`src/rtl/dmem_arb_pkg.sv`:
```
// Shared types and constants for the data-memory arbiter and its dump sequencer.
package dmem_arb_pkg;

  typedef enum logic [2:0] {
    IDLE = 3'd0,
    RD   = 3'd1,
    WAIT = 3'd2,
    SEND = 3'd3,
    DONE = 3'd4
  } dump_state_e;

  localparam int                      STALL_CNT_W   = 16;
  localparam logic [STALL_CNT_W-1:0]  STALL_CNT_MAX = 16'hFFFF;

endpackage

```
`src/rtl/dmem_dump_seq.sv`:
```
// Dump sequencer: walks data memory word by word while the pipeline is halted.
// Optional stall counter enabled by defining DMEM_ARB_STALL_CNT_EN.
module dmem_dump_seq
  import dmem_arb_pkg::*;
#(
  parameter int ADDR_SIZE    = 5,
  parameter int DATA_SIZE    = 32,
  parameter int MEMORY_DEPTH = 32
) (
  input  logic                   clk_i,
  input  logic                   rst_i,
  input  logic                   pipe_enable_i,
  input  logic                   dump_start_i,
  input  logic                   dump_ready_i,
  input  logic [DATA_SIZE-1:0]   mem_rdata_i,
  output logic                   dump_rd_o,
  output logic [ADDR_SIZE-1:0]   rd_addr_o,
  output logic [DATA_SIZE-1:0]   dump_data_o,
  output logic [ADDR_SIZE-1:0]   dump_addr_o,
  output logic                   dump_valid_o,
  output logic                   dump_done_o,
  output logic                   busy_o,
  output logic [STALL_CNT_W-1:0] stall_cnt_o
);

  localparam logic [ADDR_SIZE-1:0] LAST_ADDR = ADDR_SIZE'(MEMORY_DEPTH - 1);
  localparam logic [ADDR_SIZE-1:0] ADDR_ONE  = ADDR_SIZE'(1);

  dump_state_e          state_q, state_d;
  logic [ADDR_SIZE-1:0] cnt_q, cnt_d;
  logic                 pending_q, pending_d;
  logic [DATA_SIZE-1:0] data_q, data_d;
  logic [ADDR_SIZE-1:0] addr_q, addr_d;

  always_ff @(posedge clk_i or posedge rst_i) begin
    if (rst_i) begin
      state_q   <= IDLE;
      cnt_q     <= '0;
      pending_q <= 1'b0;
      data_q    <= '0;
      addr_q    <= '0;
    end else begin
      state_q   <= state_d;
      cnt_q     <= cnt_d;
      pending_q <= pending_d;
      data_q    <= data_d;
      addr_q    <= addr_d;
    end
  end

  always_comb begin
    state_d   = state_q;
    cnt_d     = cnt_q;
    pending_d = pending_q;
    data_d    = data_q;
    addr_d    = addr_q;
    case (state_q)
      IDLE: begin
        // A start seen while the pipeline runs is remembered until it halts.
        if ((pending_q || dump_start_i) && !pipe_enable_i) begin
          state_d   = RD;
          pending_d = 1'b0;
        end else if (dump_start_i) begin
          pending_d = 1'b1;
        end
      end
      RD: begin
        if (!pipe_enable_i) state_d = WAIT;
      end
      WAIT: begin
        // Read data reflects the RD-cycle access, whatever the pipe drives now.
        data_d  = mem_rdata_i;
        addr_d  = cnt_q;
        state_d = SEND;
      end
      SEND: begin
        if (dump_ready_i) begin
          if (cnt_q == LAST_ADDR) begin
            state_d = DONE;
          end else begin
            cnt_d   = cnt_q + ADDR_ONE;
            state_d = RD;
          end
        end
      end
      DONE: begin
        cnt_d   = '0;
        state_d = IDLE;
      end
      default: state_d = IDLE;
    endcase
  end

  assign dump_rd_o    = (state_q == RD) && !pipe_enable_i;
  assign rd_addr_o    = cnt_q;
  assign dump_data_o  = data_q;
  assign dump_addr_o  = addr_q;
  assign dump_valid_o = (state_q == SEND);
  assign dump_done_o  = (state_q == DONE);
  assign busy_o       = pending_q || (state_q != IDLE);

`ifdef DMEM_ARB_STALL_CNT_EN
  logic                   start_dump;
  logic [STALL_CNT_W-1:0] stall_q, stall_d;

  assign start_dump = (state_q == IDLE) && (pending_q || dump_start_i) && !pipe_enable_i;

  always_comb begin
    stall_d = stall_q;
    if (start_dump) begin
      stall_d = '0;
    end else if ((state_q == RD) && pipe_enable_i && (stall_q != STALL_CNT_MAX)) begin
      stall_d = stall_q + STALL_CNT_W'(1);
    end
  end

  always_ff @(posedge clk_i or posedge rst_i) begin
    if (rst_i) stall_q <= '0;
    else       stall_q <= stall_d;
  end

  assign stall_cnt_o = stall_q;
`else
  assign stall_cnt_o = '0;
`endif

endmodule

```
`src/rtl/dmem_arbiter.sv`:
```
// Data-memory port arbiter: pipeline MEM stage vs. debug memory dump.
// Define DMEM_ARB_STALL_CNT_EN to enable the dump stall counter.
module dmem_arbiter
  import dmem_arb_pkg::*;
#(
  parameter int ADDR_SIZE    = 5,
  parameter int DATA_SIZE    = 32,
  parameter int MEMORY_DEPTH = 32
) (
  input  logic                   i_clock,
  input  logic                   i_reset,
  input  logic                   i_pipe_enable,
  input  logic                   i_pipe_mem_read,
  input  logic                   i_pipe_mem_write,
  input  logic [ADDR_SIZE-1:0]   i_pipe_addr,
  input  logic [DATA_SIZE-1:0]   i_pipe_wdata,
  output logic [DATA_SIZE-1:0]   o_pipe_rdata,
  input  logic                   i_dump_start,
  output logic [DATA_SIZE-1:0]   o_dump_data,
  output logic [ADDR_SIZE-1:0]   o_dump_addr,
  output logic                   o_dump_valid,
  input  logic                   i_dump_ready,
  output logic                   o_dump_done,
  output logic                   o_busy,
  output logic [STALL_CNT_W-1:0] o_stall_cnt,
  output logic                   o_mem_enable,
  output logic                   o_mem_write,
  output logic                   o_mem_read,
  output logic [ADDR_SIZE-1:0]   o_mem_addr,
  output logic [DATA_SIZE-1:0]   o_mem_wdata,
  input  logic [DATA_SIZE-1:0]   i_mem_rdata
);

  logic                 dump_rd;
  logic [ADDR_SIZE-1:0] dump_rd_addr;

  dmem_dump_seq #(
    .ADDR_SIZE   (ADDR_SIZE),
    .DATA_SIZE   (DATA_SIZE),
    .MEMORY_DEPTH(MEMORY_DEPTH)
  ) u_seq (
    .clk_i        (i_clock),
    .rst_i        (i_reset),
    .pipe_enable_i(i_pipe_enable),
    .dump_start_i (i_dump_start),
    .dump_ready_i (i_dump_ready),
    .mem_rdata_i  (i_mem_rdata),
    .dump_rd_o    (dump_rd),
    .rd_addr_o    (dump_rd_addr),
    .dump_data_o  (o_dump_data),
    .dump_addr_o  (o_dump_addr),
    .dump_valid_o (o_dump_valid),
    .dump_done_o  (o_dump_done),
    .busy_o       (o_busy),
    .stall_cnt_o  (o_stall_cnt)
  );

  // The dump only owns the port in RD while the pipeline is halted.
  always_comb begin
    o_mem_enable = i_pipe_enable;
    o_mem_write  = i_pipe_mem_write;
    o_mem_read   = i_pipe_mem_read;
    o_mem_addr   = i_pipe_addr;
    o_mem_wdata  = i_pipe_wdata;
    if (dump_rd) begin
      o_mem_enable = 1'b1;
      o_mem_write  = 1'b0;
      o_mem_read   = 1'b1;
      o_mem_addr   = dump_rd_addr;
    end
  end

  assign o_pipe_rdata = i_mem_rdata;

endmodule

```
`config.mk`:
```
export PLATFORM = sky130hd
export DESIGN_NAME = dmem_arbiter
export DESIGN_NICKNAME = d
export VERILOG_FILES = /design/src/rtl/dmem_arb_pkg.sv /design/src/rtl/dmem_dump_seq.sv /design/src/rtl/dmem_arbiter.sv
export SDC_FILE = /design/constraint.sdc
export NUM_CORES = 1
export LEC_CHECK = 0
export ABC_AREA = 1
export BUFFER_PORTS_ARGS = -buffer_cell sky130_fd_sc_hd__buf_2
export CORE_ASPECT_RATIO = 2
export CORE_UTILIZATION = 40
export DETAILED_ROUTE_END_ITERATION = 12
export PLACE_DENSITY_LB_ADDON = 0.08
export SETUP_SLACK_MARGIN = 0.4
export SYNTH_ARGS = -nofsm -noshare
export SYNTH_HDL_FRONTEND = slang
export SYNTH_SLANG_ARGS = --single-unit
```
`constraint.sdc`:
```
create_clock -name i_clock -period 1.8 [get_ports i_clock]
set_input_delay 0.27 -clock i_clock [delete_from_list [all_inputs] [get_ports i_clock]]
set_output_delay 0.27 -clock i_clock [all_outputs]
set_load 0.02 [all_outputs]
```
After elaboration in Yosys (flattened, before gate mapping)
Cells that the tools add are included.

Register bits after elaboration: 46. Input bits: 76. Logic and storage cells: 41.

Reductions and logical operators: 12. Equal/unequal tests: 9. $add $sub $neg: 1. Multiplexer cells: 14.

Operator list (count): 5-bit 2-to-1 mux (3); 3-bit 2-to-1 mux (4); 3-bit case mux with 4 select lines (1); 5-bit case mux with 2 select lines (1); 3-bit by 2-bit == test with 1-bit output (second input constant) (2); 3-bit AND reduction (2); 5-bit by 1-bit adder with 5-bit output (second input constant) (1); 5-bit == test (second input constant) (1); 1-bit 2-to-1 mux (5); 2-bit by 1-bit inequality test with 1-bit output (second input constant) (2); 2-bit inequality test (second input constant) (2); 2-bit nonzero test (2); 3-bit by 1-bit == test with 1-bit output (second input constant) (1); 3-bit == test (second input constant) (1); 3-bit zero test (1); 3-bit nonzero test (1); 1-bit logical AND (2); 1-bit logical OR (2); 2-bit AND reduction (1); 1-bit zero test (1).

Depth between registers and ports, before layout
Depth in word-level cells: 4. Mapped depth: 10.

By module
From an unflattened synthesis, not the netlist that was laid out.

Cells, all modules: 333. Area, all modules: 2716.4 sq um.

By module, submodules not included: dmem_dump_seq (cells each 248, area an instance 2144.6 sq um, instances 1); dmem_arbiter (cells each 85, area an instance 571.8 sq um, instances 1).

Worst setup path before layout
OpenSTA, ideal clock, no wires.

Path type: register to output. Start: register u_seq.state_q[2]. End: output o_mem_addr[0]. Slack: 0.177 ns. Arrival: 1.353 ns. Stages on the path, launching flop included: 6. Buffers on the path: 0. Data required time: 1.530 ns. Path through: dfrtp_1 nor2_1 nand2_1 nor2_4 inv_2 o21ai_0.

Longest elaborated chain between the ends: 3.

RTL lines: from (decl) (RTL line dmem_dump_seq.sv:29) `dump_state_e state_q, state_d;`; from (signal assigned) (RTL line dmem_dump_seq.sv:43) `state_q <= state_d;`; 3-bit by 1-bit == test with 1-bit output (RTL line dmem_dump_seq.sv:94) `assign dump_rd_o = (state_q == RD) && !pipe_enable_i;`; 1-bit logical AND (RTL line dmem_dump_seq.sv:94); 5-bit 2-to-1 mux (RTL line dmem_arbiter.sv:65) `if (dump_rd) begin`; to (decl) (RTL line dmem_arbiter.sv:29) `output logic [ADDR_SIZE-1:0] o_mem_addr,`.

No other way between the ends.

Worst setup path in the final report
Start: register u_seq.state_q[0]. End: output o_busy.

Longest elaborated chain between the ends: 2.

RTL lines: 3-bit nonzero test (RTL line dmem_dump_seq.sv:100) `assign busy_o = pending_q || (state_q != IDLE);`; 1-bit logical OR (RTL line dmem_dump_seq.sv:100); to (decl) (RTL line dmem_arbiter.sv:24) `output logic o_busy,`.

No other way between the ends.

==> Flow_metrics.wiki <==
{| class="wikitable"
! Metric !! Value
|-
| Layout overhead on the synthesized area || 28.99%
|-
| Count of boundary I/O pins || 204
|-
| Starting utilization of the core area || 41.93%
|-
| Sum of overflow across all layers after global routing || 0
|-
| DR vias/cell || 4.470
|-
| Worst slew margin relative to its limit || 60.96%
|-
| Die boundary width || 59.98 um
|-
| Clock insertion delay at the later pin of the skew report || 280 ps
|-
| Class of the worst hold path || primary input to async pin
|-
| Gpl congestion || 0.7836
|-
| CTS clk-pin slew, worst paths || 60 ps
|-
| Number of diodes || 0
|-
| PwrDens || 1721 nW/um^2
|-
| Vias after detailed routing || 2,253
|-
| Post-route design area || 3468 um^2
|-
| Crit share post-route || 93.21%
|-
| Die height || 118.0 um
|-
| Main combinational cell family by area after synthesis || buffers and inverters
|-
| Final setup violation count || 0
|-
| Clock tree from TritonCTS || done
|-
| Post-detailed-routing wire length || 6475 um
|-
| Synth Area per Inst || 8.173 um^2
|-
| Post-layout net count || 495
|-
| Initial antenna violation count || 0
|-
| Wire length of the first global-routing pass || 9404 um
|-
| Synth Area in XOR/XNOR || 0%
|-
| Layout cell share with drive strength beyond 1 || 47.85%
|-
| Origin of the critical flop-to-flop path || u_seq.state_q[2]
|-
| Sink count of the clock tree || 46
|-
| Maximum net fanout on the critical path || 3
|-
| Via count of the first global-routing pass || 2,000
|-
| Post-synthesis sequential area ratio || 42.81%
|-
| Maximum level of the CTS H-tree || 2
|-
| Launching element type of the critical path || flip-flop
|-
| Number of rows in the core area || 41
|-
| Highest-count cells in the layout ignoring fill and taps || 112 x sky130_fd_sc_hd__buf_2, 55 x sky130_fd_sc_hd__nand2_1, 44 x sky130_fd_sc_hd__inv_1, 44 x sky130_fd_sc_hd__dfrtp_1, 31 x sky130_fd_sc_hd__o21ai_0
|-
| Leakage || 2.003 nW
|-
| Mux cell area share after synthesis || 0%
|-
| Worst reg2reg endpoint || u_seq.rd_addr_o[3]
|-
| Total GRT Usage || 17.67%
|-
| Adder-Cell Fraction of Synth Area || 0.9307%
|-
| Data arrival time at the worst-slack endpoint || 1410 ps
|-
| Core Box Area || 6412 um^2
|-
| Reg-to-reg slack, setup || 260 ps
|-
| Half-perimeter wire length of the detailed placement result || 4438 um
|-
| Final count of hold timing violations || 0
|-
| Number of max-cap violations || 0
|-
| Final TNS setup || 0 ps
|-
| Max Clock Skew || 4.937 ps
|-
| Routed length per instance || 12.85 um
|-
| Worst Hold Slack || 49.12 ps
|-
| Drt drc || 0
|-
| Worst Setup Path Type || flip-flop to output port
|-
| Post-route antenna net violation count || 0
|-
| Status || finished, final reports clean
|-
| Path depth of the worst reg2reg path || 10
|-
| Register bit total from synthesis || 46
|-
| Netlist cell types || 23
|-
| Worst vdd ir || 0.8573 mV
|-
| Simple-gate share of the synthesized area || 14.75%
|-
| Crit path time final || 1678 ps
|-
| Capturing instance or port of the critical path || o_busy
|-
| Deepest clock path buffer count || 2
|-
| Share of the synthesized area in compound gates (AO/OA/AOI/OAI) || 9.074%
|-
| Largest net degree at the start of global routing || 46
|-
| First drt pass iteration count || 4
|-
| Combined area of all synthesized cells || 2689 um^2
|-
| Standard cell area after detailed placement || 2854 um^2
|-
| Buffer cell driving the clock tree root || sky130_fd_sc_hd__clkbuf_16
|-
| Setup crit end kind || output port
|-
| Starting DRT DRC Count || 61
|-
| IO Port Bufs || 123
|-
| Die outline area || 7074 um^2
|-
| Required time worst endpoint || 1530 ps
|-
| Maximum clock rate || 596.0 MHz
|-
| CTS buffer count || 5
|-
| Count of warnings emitted by yosys || 0
|-
| RSZ-0062 raised after global routing || yes
|-
| Cells after DPL || 469
|-
| Instance count of the mapped netlist || 329
|-
| Final count of pins violating max slew || 0
|-
| Sum of internal, switching and leakage power || 5.968 mW
|-
| Leading cell type in the layout, fill and taps excluded || sky130_fd_sc_hd__buf_2
|-
| Non-Filler Instances || 504
|-
| Fillers || 623
|-
| Critical path startpoint || u_seq.state_q[0]
|-
| Slew at the pin with the worst max-slew slack || 584.8 ps
|}
through the flow:
stage	util [%]	worst slack [ps]
after floorplan	-	315.7
after global placement	44.51	284.3
after detailed placement	44.51	242.4
after CTS	49.99	123.8
after global routing	54.09	50.02
final	54.09	122.2
how the worst min path moves through the flow:
stage                            endpoint  slack, ps  cells past startpoint
floorplan           u_seq.dump_data_o[22]        400                      2
global placement     u_seq.dump_data_o[2]        370                      2
detailed placement   u_seq.dump_data_o[2]        370                      2
CTS                  u_seq.dump_data_o[2]         70                      2
global route         u_seq.dump_data_o[2]         90                      2
finish                 u_seq.rd_addr_o[3]         50                      2
logic make-up after synthesis:
group	count (synthesis)
simple gates	93
other cells	1
flops	46
fa+ha+maj	2
buf+inv	139
compound gates	48
registers in the layout (all words and copies together), names as in the netlist:
register,flops
u_seq.rd_addr_o,5
u_seq.dump_data_o,32
u_seq.state_q,3
u_seq.pending_q,1
u_seq.dump_addr_o,5
cell usage after synthesis:
| library cell | n | area (um^2) |
|---|---|---|
| sky130_fd_sc_hd__nand3_2 | 1 | 10.01 |
| sky130_fd_sc_hd__o21ai_1 | 7 | 35.03 |
| sky130_fd_sc_hd__nor3_1 | 2 | 10.01 |
| sky130_fd_sc_hd__inv_2 | 2 | 7.510 |
| sky130_fd_sc_hd__conb_1 | 1 | 3.750 |
| sky130_fd_sc_hd__clkbuf_1 | 1 | 3.750 |
| sky130_fd_sc_hd__nand3_1 | 3 | 15.01 |
| sky130_fd_sc_hd__o21bai_1 | 1 | 7.510 |
| sky130_fd_sc_hd__buf_6 | 6 | 67.56 |
| sky130_fd_sc_hd__nor2_4 | 2 | 22.52 |
| sky130_fd_sc_hd__buf_2 | 1 | 5.000 |
| sky130_fd_sc_hd__inv_1 | 49 | 183.9 |
| sky130_fd_sc_hd__ha_1 | 2 | 25.02 |
| sky130_fd_sc_hd__a21oi_1 | 2 | 10.01 |
| sky130_fd_sc_hd__o21ai_0 | 37 | 185.2 |
| sky130_fd_sc_hd__nand4_1 | 5 | 31.28 |
| sky130_fd_sc_hd__or2_2 | 1 | 6.260 |
| sky130_fd_sc_hd__o22ai_1 | 1 | 6.260 |
| sky130_fd_sc_hd__nor2_1 | 7 | 26.28 |
| sky130_fd_sc_hd__buf_4 | 80 | 600.6 |
| sky130_fd_sc_hd__dfrtp_1 | 46 | 1151 |
| sky130_fd_sc_hd__nand2_2 | 2 | 12.51 |
| sky130_fd_sc_hd__nand2_1 | 70 | 262.8 |
layout make-up:
type | instances | area (um^2) | area share [%]
Clock inverter | 2 | 12.51 | 0.3607
Tap cell | 86 | 107.6 | 3.102
Sequential cell | 46 | 1154 | 33.26
Inverter | 51 | 196.4 | 5.664
Clock buffer | 6 | 138.9 | 4.004
Multi-Input combinational cell | 159 | 849.6 | 24.49
Timing Repair Buffer | 154 | 1010 | 29.11
power breakdown:
part	internal, mW	switching [mW]	total, mW	leakage, nW
clock	0.550	0.372	0.921	0.0729
sequential	1.52	0.267	1.79	0.572
combinational	1.35	1.91	3.26	1.36
per-layer routing:
layer | GRT usage, % | wire length (um) | up-vias | part of all wire (%)
met5 | 0 | 0 | - | 0
met4 | 10.61 | 280 | 0 | 4.3
met3 | 2.198 | 299 | 29 | 4.6
met2 | 32.22 | 3702 | 97 | 57
met1 | 17.73 | 2192 | 1040 | 34
li1 | - | - | 1087 | -
critical path: stages (launching register included):
cell                      delay, ps
sky130_fd_sc_hd__dfrtp_1        410
sky130_fd_sc_hd__buf_4          140
sky130_fd_sc_hd__buf_6          120
sky130_fd_sc_hd__nor2_4         150
sky130_fd_sc_hd__nand2_4         70
sky130_fd_sc_hd__inv_2           50
sky130_fd_sc_hd__nand2_1         60
sky130_fd_sc_hd__buf_6          130
repair_timing:
item | 4_1_cts | 5_1_grt
cloned | 0 | 2
hold buffers | 0 | 0
endpoints found under the hold margin | 0 | 0
endpoints found under the setup margin | 16 | 25
gates resized for setup | 33 | 32
pin swaps | 10 | 9
buffers inserted | 15 | 10
(Power assumes the default switching activity.)
